<file path="src/rtl/div_iter_unit_pkg.sv">
// rtl/div_iter_unit_pkg.sv - shared constants, state encoding and sign helpers for the iterative divider
//   Provides: DIV_DATA_W, DIV_ITERS, DIV_IDLE/DIV_BUSY/DIV_DONE state codes,
//   HI/LO slice bounds of the 64-bit result, div_abs and div_negate helpers.
package div_iter_unit_pkg;

    localparam int DIV_DATA_W = 32;
    localparam int DIV_ITERS  = 32;

    localparam logic [1:0] DIV_IDLE = 2'd0;
    localparam logic [1:0] DIV_BUSY = 2'd1;
    localparam logic [1:0] DIV_DONE = 2'd2;

    // result = {HI, LO} = {remainder, quotient}
    localparam int HI_MSB = 63;
    localparam int HI_LSB = 32;
    localparam int LO_MSB = 31;
    localparam int LO_LSB = 0;

    // Magnitude of an operand; the most negative value maps to 0x80000000,
    // which is exactly its magnitude when read as unsigned.
    function automatic logic [31:0] div_abs(input logic [31:0] v, input logic is_signed);
        logic [32:0] ext;
        ext = {is_signed & v[31], v};
        if (ext[32]) begin
            ext = ~ext + 33'd1;
        end
        return ext[31:0];
    endfunction

    function automatic logic [31:0] div_negate(input logic [31:0] v, input logic neg);
        return neg ? (~v + 32'd1) : v;
    endfunction

endpackage

</file>
<file path="src/rtl/div_iter_unit_if.sv">
// rtl/div_iter_unit_if.sv - EX-stage divider handshake bundle
//   master (pipeline/hazard side) drives start, signed_div, a, b, annul, hold;
//   slave (divider) drives div_stall, ready, result.
interface div_iter_unit_if;

    logic        start;
    logic        signed_div;
    logic [31:0] a;
    logic [31:0] b;
    logic        annul;
    logic        hold;
    logic        div_stall;
    logic        ready;
    logic [63:0] result;

    modport master (
        output start, signed_div, a, b, annul, hold,
        input  div_stall, ready, result
    );

    modport slave (
        input  start, signed_div, a, b, annul, hold,
        output div_stall, ready, result
    );

endinterface

</file>
<file path="src/rtl/div_restoring_step.sv">
// rtl/div_restoring_step.sv - one combinational restoring-division step
//   rem_in: partial remainder, dividend_bit: next dividend bit shifted in,
//   divisor: unsigned divisor; rem_out: next partial remainder, q_bit: quotient bit.
module div_restoring_step #(
    parameter int W = 32
) (
    input  logic [W-1:0] rem_in,
    input  logic         dividend_bit,
    input  logic [W-1:0] divisor,
    output logic [W-1:0] rem_out,
    output logic         q_bit
);

    logic [W:0]   shifted;
    logic [W-1:0] diff_lo;

    // rem_in < divisor, so the shifted value needs one extra bit and the
    // difference (when taken) always fits back into W bits.
    always_comb begin
        shifted = {rem_in, dividend_bit};
        diff_lo = shifted[W-1:0] - divisor;
        q_bit   = (shifted >= {1'b0, divisor});
        rem_out = q_bit ? diff_lo : shifted[W-1:0];
    end

endmodule

</file>
<file path="src/rtl/div_iter_unit.sv">
// rtl/div_iter_unit.sv - multi-cycle 32-bit DIV/DIVU unit for the EX stage
//   clk, rst (sync active-high); dif (slave): start, signed_div, a, b, annul, hold in;
//   div_stall, ready, result = {HI remainder, LO quotient} out.
module div_iter_unit
    import div_iter_unit_pkg::*;
#(
    parameter int DATA_W = DIV_DATA_W,
    parameter int ITERS  = DIV_ITERS
) (
    input  logic           clk,
    input  logic           rst,
    div_iter_unit_if.slave dif
);

    localparam int CNT_W = $clog2(ITERS);
    localparam logic [CNT_W-1:0] CNT_LAST = CNT_W'(ITERS - 1);

    logic [1:0]        state;
    logic [CNT_W-1:0]  cnt;
    logic [DATA_W-1:0] rem;
    logic [DATA_W-1:0] quo;      // dividend bits shift out the top, quotient bits shift in the bottom
    logic [DATA_W-1:0] dvs;
    logic              q_neg;
    logic              r_neg;
    logic [63:0]       result_q;

    logic [DATA_W-1:0] step_rem;
    logic              step_q;
    logic [DATA_W-1:0] quo_next;
    logic              b_zero;

    div_restoring_step #(.W(DATA_W)) u_step (
        .rem_in       (rem),
        .dividend_bit (quo[DATA_W-1]),
        .divisor      (dvs),
        .rem_out      (step_rem),
        .q_bit        (step_q)
    );

    assign quo_next = {quo[DATA_W-2:0], step_q};
    assign b_zero   = (dif.b == '0);

    always_ff @(posedge clk) begin
        if (rst) begin
            state    <= DIV_IDLE;
            cnt      <= '0;
            rem      <= '0;
            quo      <= '0;
            dvs      <= '0;
            q_neg    <= 1'b0;
            r_neg    <= 1'b0;
            result_q <= '0;
        end else if (dif.annul) begin
            // Kill wins over start and completion; the last result is kept.
            state <= DIV_IDLE;
        end else begin
            case (state)
                DIV_IDLE: begin
                    if (dif.start) begin
                        if (b_zero) begin
                            result_q[HI_MSB:HI_LSB] <= dif.a;
                            result_q[LO_MSB:LO_LSB] <= 32'hFFFF_FFFF;
                            state                   <= DIV_DONE;
                        end else begin
                            rem   <= '0;
                            quo   <= div_abs(dif.a, dif.signed_div);
                            dvs   <= div_abs(dif.b, dif.signed_div);
                            q_neg <= dif.signed_div & (dif.a[31] ^ dif.b[31]);
                            r_neg <= dif.signed_div & dif.a[31];
                            cnt   <= '0;
                            state <= DIV_BUSY;
                        end
                    end
                end
                DIV_BUSY: begin
                    rem <= step_rem;
                    quo <= quo_next;
                    cnt <= cnt + CNT_W'(1);
                    if (cnt == CNT_LAST) begin
                        result_q[HI_MSB:HI_LSB] <= div_negate(step_rem, r_neg);
                        result_q[LO_MSB:LO_LSB] <= div_negate(quo_next, q_neg);
                        state                   <= DIV_DONE;
                    end
                end
                DIV_DONE: begin
                    if (!dif.hold) begin
                        state <= DIV_IDLE;
                    end
                end
                default: state <= DIV_IDLE;
            endcase
        end
    end

    assign dif.div_stall = (((state == DIV_IDLE) & dif.start & ~b_zero) | (state == DIV_BUSY)) & ~dif.annul;
    assign dif.ready     = (state == DIV_DONE) & ~dif.annul;
    assign dif.result    = result_q;

endmodule
</file>
<file path="src/flat_wrapper.sv">
// flat-port wrapper written by rule: the top's interface ports become plain ports
module div_iter_unit_flat import div_iter_unit_pkg::*;
#(
    parameter int DATA_W = DIV_DATA_W,
    parameter int ITERS  = DIV_ITERS
)
  (clk, rst, dif_start, dif_signed_div, dif_a, dif_b, dif_annul, dif_hold, dif_div_stall, dif_ready, dif_result);
  div_iter_unit_if dif_i ();
  input  logic clk;
  input  logic rst;
  input wire logic [$bits(dif_i.start)-1:0] dif_start;
  input wire logic [$bits(dif_i.signed_div)-1:0] dif_signed_div;
  input wire logic [$bits(dif_i.a)-1:0] dif_a;
  input wire logic [$bits(dif_i.b)-1:0] dif_b;
  input wire logic [$bits(dif_i.annul)-1:0] dif_annul;
  input wire logic [$bits(dif_i.hold)-1:0] dif_hold;
  output wire logic [$bits(dif_i.div_stall)-1:0] dif_div_stall;
  output wire logic [$bits(dif_i.ready)-1:0] dif_ready;
  output wire logic [$bits(dif_i.result)-1:0] dif_result;
  assign dif_i.start = dif_start;
  assign dif_i.signed_div = dif_signed_div;
  assign dif_i.a = dif_a;
  assign dif_i.b = dif_b;
  assign dif_i.annul = dif_annul;
  assign dif_i.hold = dif_hold;
  assign dif_div_stall = dif_i.div_stall;
  assign dif_ready = dif_i.ready;
  assign dif_result = dif_i.result;
  div_iter_unit #(.DATA_W(DATA_W), .ITERS(ITERS)) u_core (.clk(clk), .rst(rst), .dif(dif_i));
endmodule
</file>
<file path="config.mk">
export PLATFORM = sky130hd
export DESIGN_NAME = div_iter_unit_flat
export DESIGN_NICKNAME = d
export VERILOG_FILES = /design/src/rtl/div_iter_unit_pkg.sv /design/src/rtl/div_iter_unit_if.sv /design/src/rtl/div_restoring_step.sv /design/src/rtl/div_iter_unit.sv /design/src/flat_wrapper.sv
export SDC_FILE = /design/constraint.sdc
export NUM_CORES = 1
export LEC_CHECK = 0
export ABC_AREA = 1
export CAP_MARGIN = 30
export CORE_UTILIZATION = 46
export DETAILED_ROUTE_END_ITERATION = 8
export GPL_TIMING_DRIVEN = 0
export PLACE_DENSITY_LB_ADDON = 0.12
export SLEW_MARGIN = 15
export SYNTH_ARGS = -nofsm -noshare
export SYNTH_HDL_FRONTEND = slang
export SYNTH_SLANG_ARGS = --single-unit
</file>
<file path="constraint.sdc">
create_clock -name clk -period 8.3 [get_ports clk]
set_input_delay 0.83 -clock clk [delete_from_list [all_inputs] [get_ports clk]]
set_output_delay 0.83 -clock clk [all_outputs]
set_load 0.005 [all_outputs]
</file>
==> out/metrics.cfg, run 1 <==
[final_layout]
fin_nets=2402
antenna-diode-count=0
drive_gt1_share_pct=4.95
multiInputGateArea_um2=8030
register_area_um2=3380
syn2layout_area_growth_pct=18.5
fill_cells=2846

[routing]
vias_per_cell=5.72
vias=15300
drt_wl_total_um=52500
wl_per_cell_um=19.6
drtIter0Drc=2097
drc=0
antenna_left=0
detail_route.first_pass.iterations=6

[worst_setup_path]
rr_startpoint=u_core.dvs[20]
rr_worst_depth=25
crit_path_cell_trace=clkdlybuf4s50_1 -> inv_1 -> ha_1 -> inv_1 -> nor4_1 -> nand2_1 -> inv_1 -> nand4_1 -> o21ai_1 -> nor2_1 -> inv_1 -> nor2_1 -> nor2_2 -> inv_1 -> clkbuf_1 -> clkdlybuf4s50_1
crit_path_end_kind=output pin
crit_path_max_incr_delay_ns=0.69
crit_slowest_cell=clkbuf_1
crit_end=dif_div_stall
r2r_setup_slack_ns=3.64
cp_data_arrival_time_ns=4.61
start_kind=input pin
timing_worst_setup_path_type=input pin to output pin
startpoint=dif_b[0]
critPathRequiredTime_ns=7.47
r2r_end=u_core.dif.result[26]
path_max_fanout=10
cpMostUsedCell=inv_1

[pwr]
power_per_cell_area_nw_per_um2=162
total_power_w=0.00246
peakVddDrop_mv=0.141
leakage_nw=6.85

[yosys]
synth_edf_count=0
ys_seq_area_share_pct=26.3
synth_commonest_cells=nand2_1, inv_1, nor2_1
async_flop_share_pct=0
yosys_most_used_dff=dfxtp_1
synth_area_leaders=dfxtp_1, nand2_1, inv_1
synth_cell_types=54
synth_area_um2=12900
yosysTopAreaCellShare_pct=26.3
synth_fp_nets=2249
postSynthCellCount=2140
synth-seq-cells=169
ys.warnings.count=0
synth_area_leader_cell=dfxtp_1
yosysMostFrequentCell=nand2_1
avgSynthCellArea_um2=6.01

[global_routing]
grt_pass1_wl_um=79800
met3_usage_pct=7.35
grt_overflow=0
grt_pass1_vias=13700
antenna_found_initial=0
grt_max_degree=17
grt_util_met2_pct=54.6
met1_usage_pct=54.5
grt_util_all_layers_pct=36.9
top_usage_layer=met2

[placed_design]
dp.final_hpwl_um=42300
place_congestion=1.01
io_buffers=134

[timing]
layout_min_cycle_time_ns=5.44
fmax_ghz=0.184
rsz0062_at_grt=false
hold_violations=0
fin_skew_ns=0.0148
finalSetupViolCount=0
max_slew_margin_pct=34.3
drv_slew=0
finalCritPeriodShare_pct=65.5
worstMarginPinSlew_ns=0.981
setup_tns_ns=0

[hold_path]
hold_class=flop to flop
hold_depth=2

[floorplanning]
die_area_um2=28600
die_x_um=169
core_um2=27200
initial_core_util_pct=47.3
io_pins=136
core.rowCount=60
fp.dieH_um=169

[clocking]
postCtsHoldBufs=0
htreeDepth=4
postCtsSetupBuffers=0
clk_pin_slew_ns=0.07
cts_buffer_depth=2
cts_tree=done
clockRootBuffer=clkbuf_16
clock_sinks=169
ctsResizeCount=0
cts_made_buffers=17
clk_latency_ns=0.45

[job]
drv_cap=0

[status]
status=complete, no violations

## layout by cell type, fill, tap and decap left out, types with 4 or more instances in the layout
cell type and n:
nand2_1 568, inv_1 275, nor2_1 199, a21oi_1 191, dfxtp_1 169, nand3_1 156
o21ai_0 153, clkdlybuf4s50_1 134, clkbuf_1 69, xor2_1 39, ha_1 38, nand4_1 27
nor3_1 25, a31oi_1 24, nand2_2 19, xnor2_1 19, clkbuf_16 17, nor4_1 13
o21ai_1 13, o211ai_1 13, nor2_2 10, o31ai_1 9, nand3b_1 8, or2_2 8
buf_2 7, a41oi_1 7, inv_2 6, buf_1 6, a211oi_1 6, nor3_2 5
a21oi_2 5, o221ai_1 5, clkinvlp_4 5, nor2_4 4, buf_4 4
## kinds of logic (layout without fill, tap and decap cells)
logic type,count (synthesis),in the layout,synth area share (%)
DFF,169,169,26.3
buffers and inverters,371,536,11.2
AOI/OAI and AO/OA,445,445,19.1
adders and majority gates,39,39,3.85
and+or+nand+nor,1058,1058,35.5
xor gates and xnor gates,58,58,3.95
## worst max-delay path: cells and delay by family
| kind | cells | cell delay (ns) |
|---|---|---|
| adders and majority gates | 1 | 0.22 |
| buffers and inverters | 8 | 2.35 |
| AOI/OAI and AO/OA | 1 | 0.11 |
| and+or+nand+nor | 6 | 1.10 |
## how the worst min path moves through the flow
stage	startpoint	endpoint
global route	u_core.dif.result[36]	u_core.dif.result[36]
CTS	u_core.dif.result[3]	u_core.dif.result[3]
global placement	u_core.dif.result[47]	u_core.dif.result[47]
finish	u_core.dif.result[36]	u_core.dif.result[36]
floorplan	u_core.dvs[12]	u_core.dvs[12]
detailed placement	u_core.dif.result[38]	u_core.dif.result[38]
## flip-flops by register name, summed over array words and instances, names as in the netlist
name,flops
u_core.cnt,5
u_core.dif.result,64
u_core.dvs,32
u_core.q_neg,1
u_core.quo,32
u_core.r_neg,1
u_core.rem,32
u_core.state,2
## metal layers
| layer | up-vias | share of wire, % |
|---|---|---|
| met1 | 7091 | 46 |
| met5 | - | 0 |
| met2 | 861 | 41 |
| met4 | 0 | 1.6 |
| met3 | 71 | 11 |
| li1 | 7299 | - |
## per-stage QoR
step | hold slack [ns] | util (%) | cells | worst slack (ns) | area (um^2)
6_report | 0.465 | 56.1 | 2677 | 2.86 | 15200
5_1_grt | 0.481 | 56.1 | 2677 | 2.68 | 15200
4_1_cts | 0.466 | 56.1 | 2677 | 2.98 | 15200
3_5_place_dp | 0.457 | 53.9 | 2646 | 3.00 | 14700
3_3_place_gp | 0.453 | 53.9 | 2646 | 3.05 | 14700
2_1_floorplan | 0.432 | - | 2140 | 4.92 | 12900
## area by class of cell
| type | count | share of cell area, % |
|---|---|---|
| sequential | 169 | 22.2 |
| multi-input combinational | 1600 | 52.7 |
| inverter | 283 | 6.97 |
| buffer | 88 | 2.47 |
| clock inverter | 13 | 0.953 |
| clock buffer | 18 | 2.82 |
| tap | 372 | 3.06 |
| timing repair buffer | 134 | 8.80 |
## report_power, final
part / internal [W] / switching (W) / total [W]
clock network: 0.000444 / 0.000364 / 0.000809
registers: 0.000847 / 0.0000332 / 0.000880
logic: 0.000245 / 0.000529 / 0.000773
total: 0.00154 / 0.000926 / 0.00246
No activity file was read; power rests on OpenSTA's default activity.
==> inputs of run 2 (changes only) <==
==> constraint.sdc (replaced) <==
create_clock -name clk -period 5.5 [get_ports clk]
set_input_delay 0.55 -clock clk [delete_from_list [all_inputs] [get_ports clk]]
set_output_delay 0.55 -clock clk [all_outputs]
set_load 0.005 [all_outputs]
==> results of run 2 <==
The final DEF is identical to that of run 1. Status: complete, no violations.
Among the figures that moved: setup slack after placement 3.00 ns -> 0.755 ns; setup slack after layout 2.86 ns -> 0.624 ns; register-to-register setup slack 3.64 ns -> 0.84 ns; total power 0.00246 W -> 0.00372 W; worst IR drop on VDD 0.141 mV -> 0.213 mV
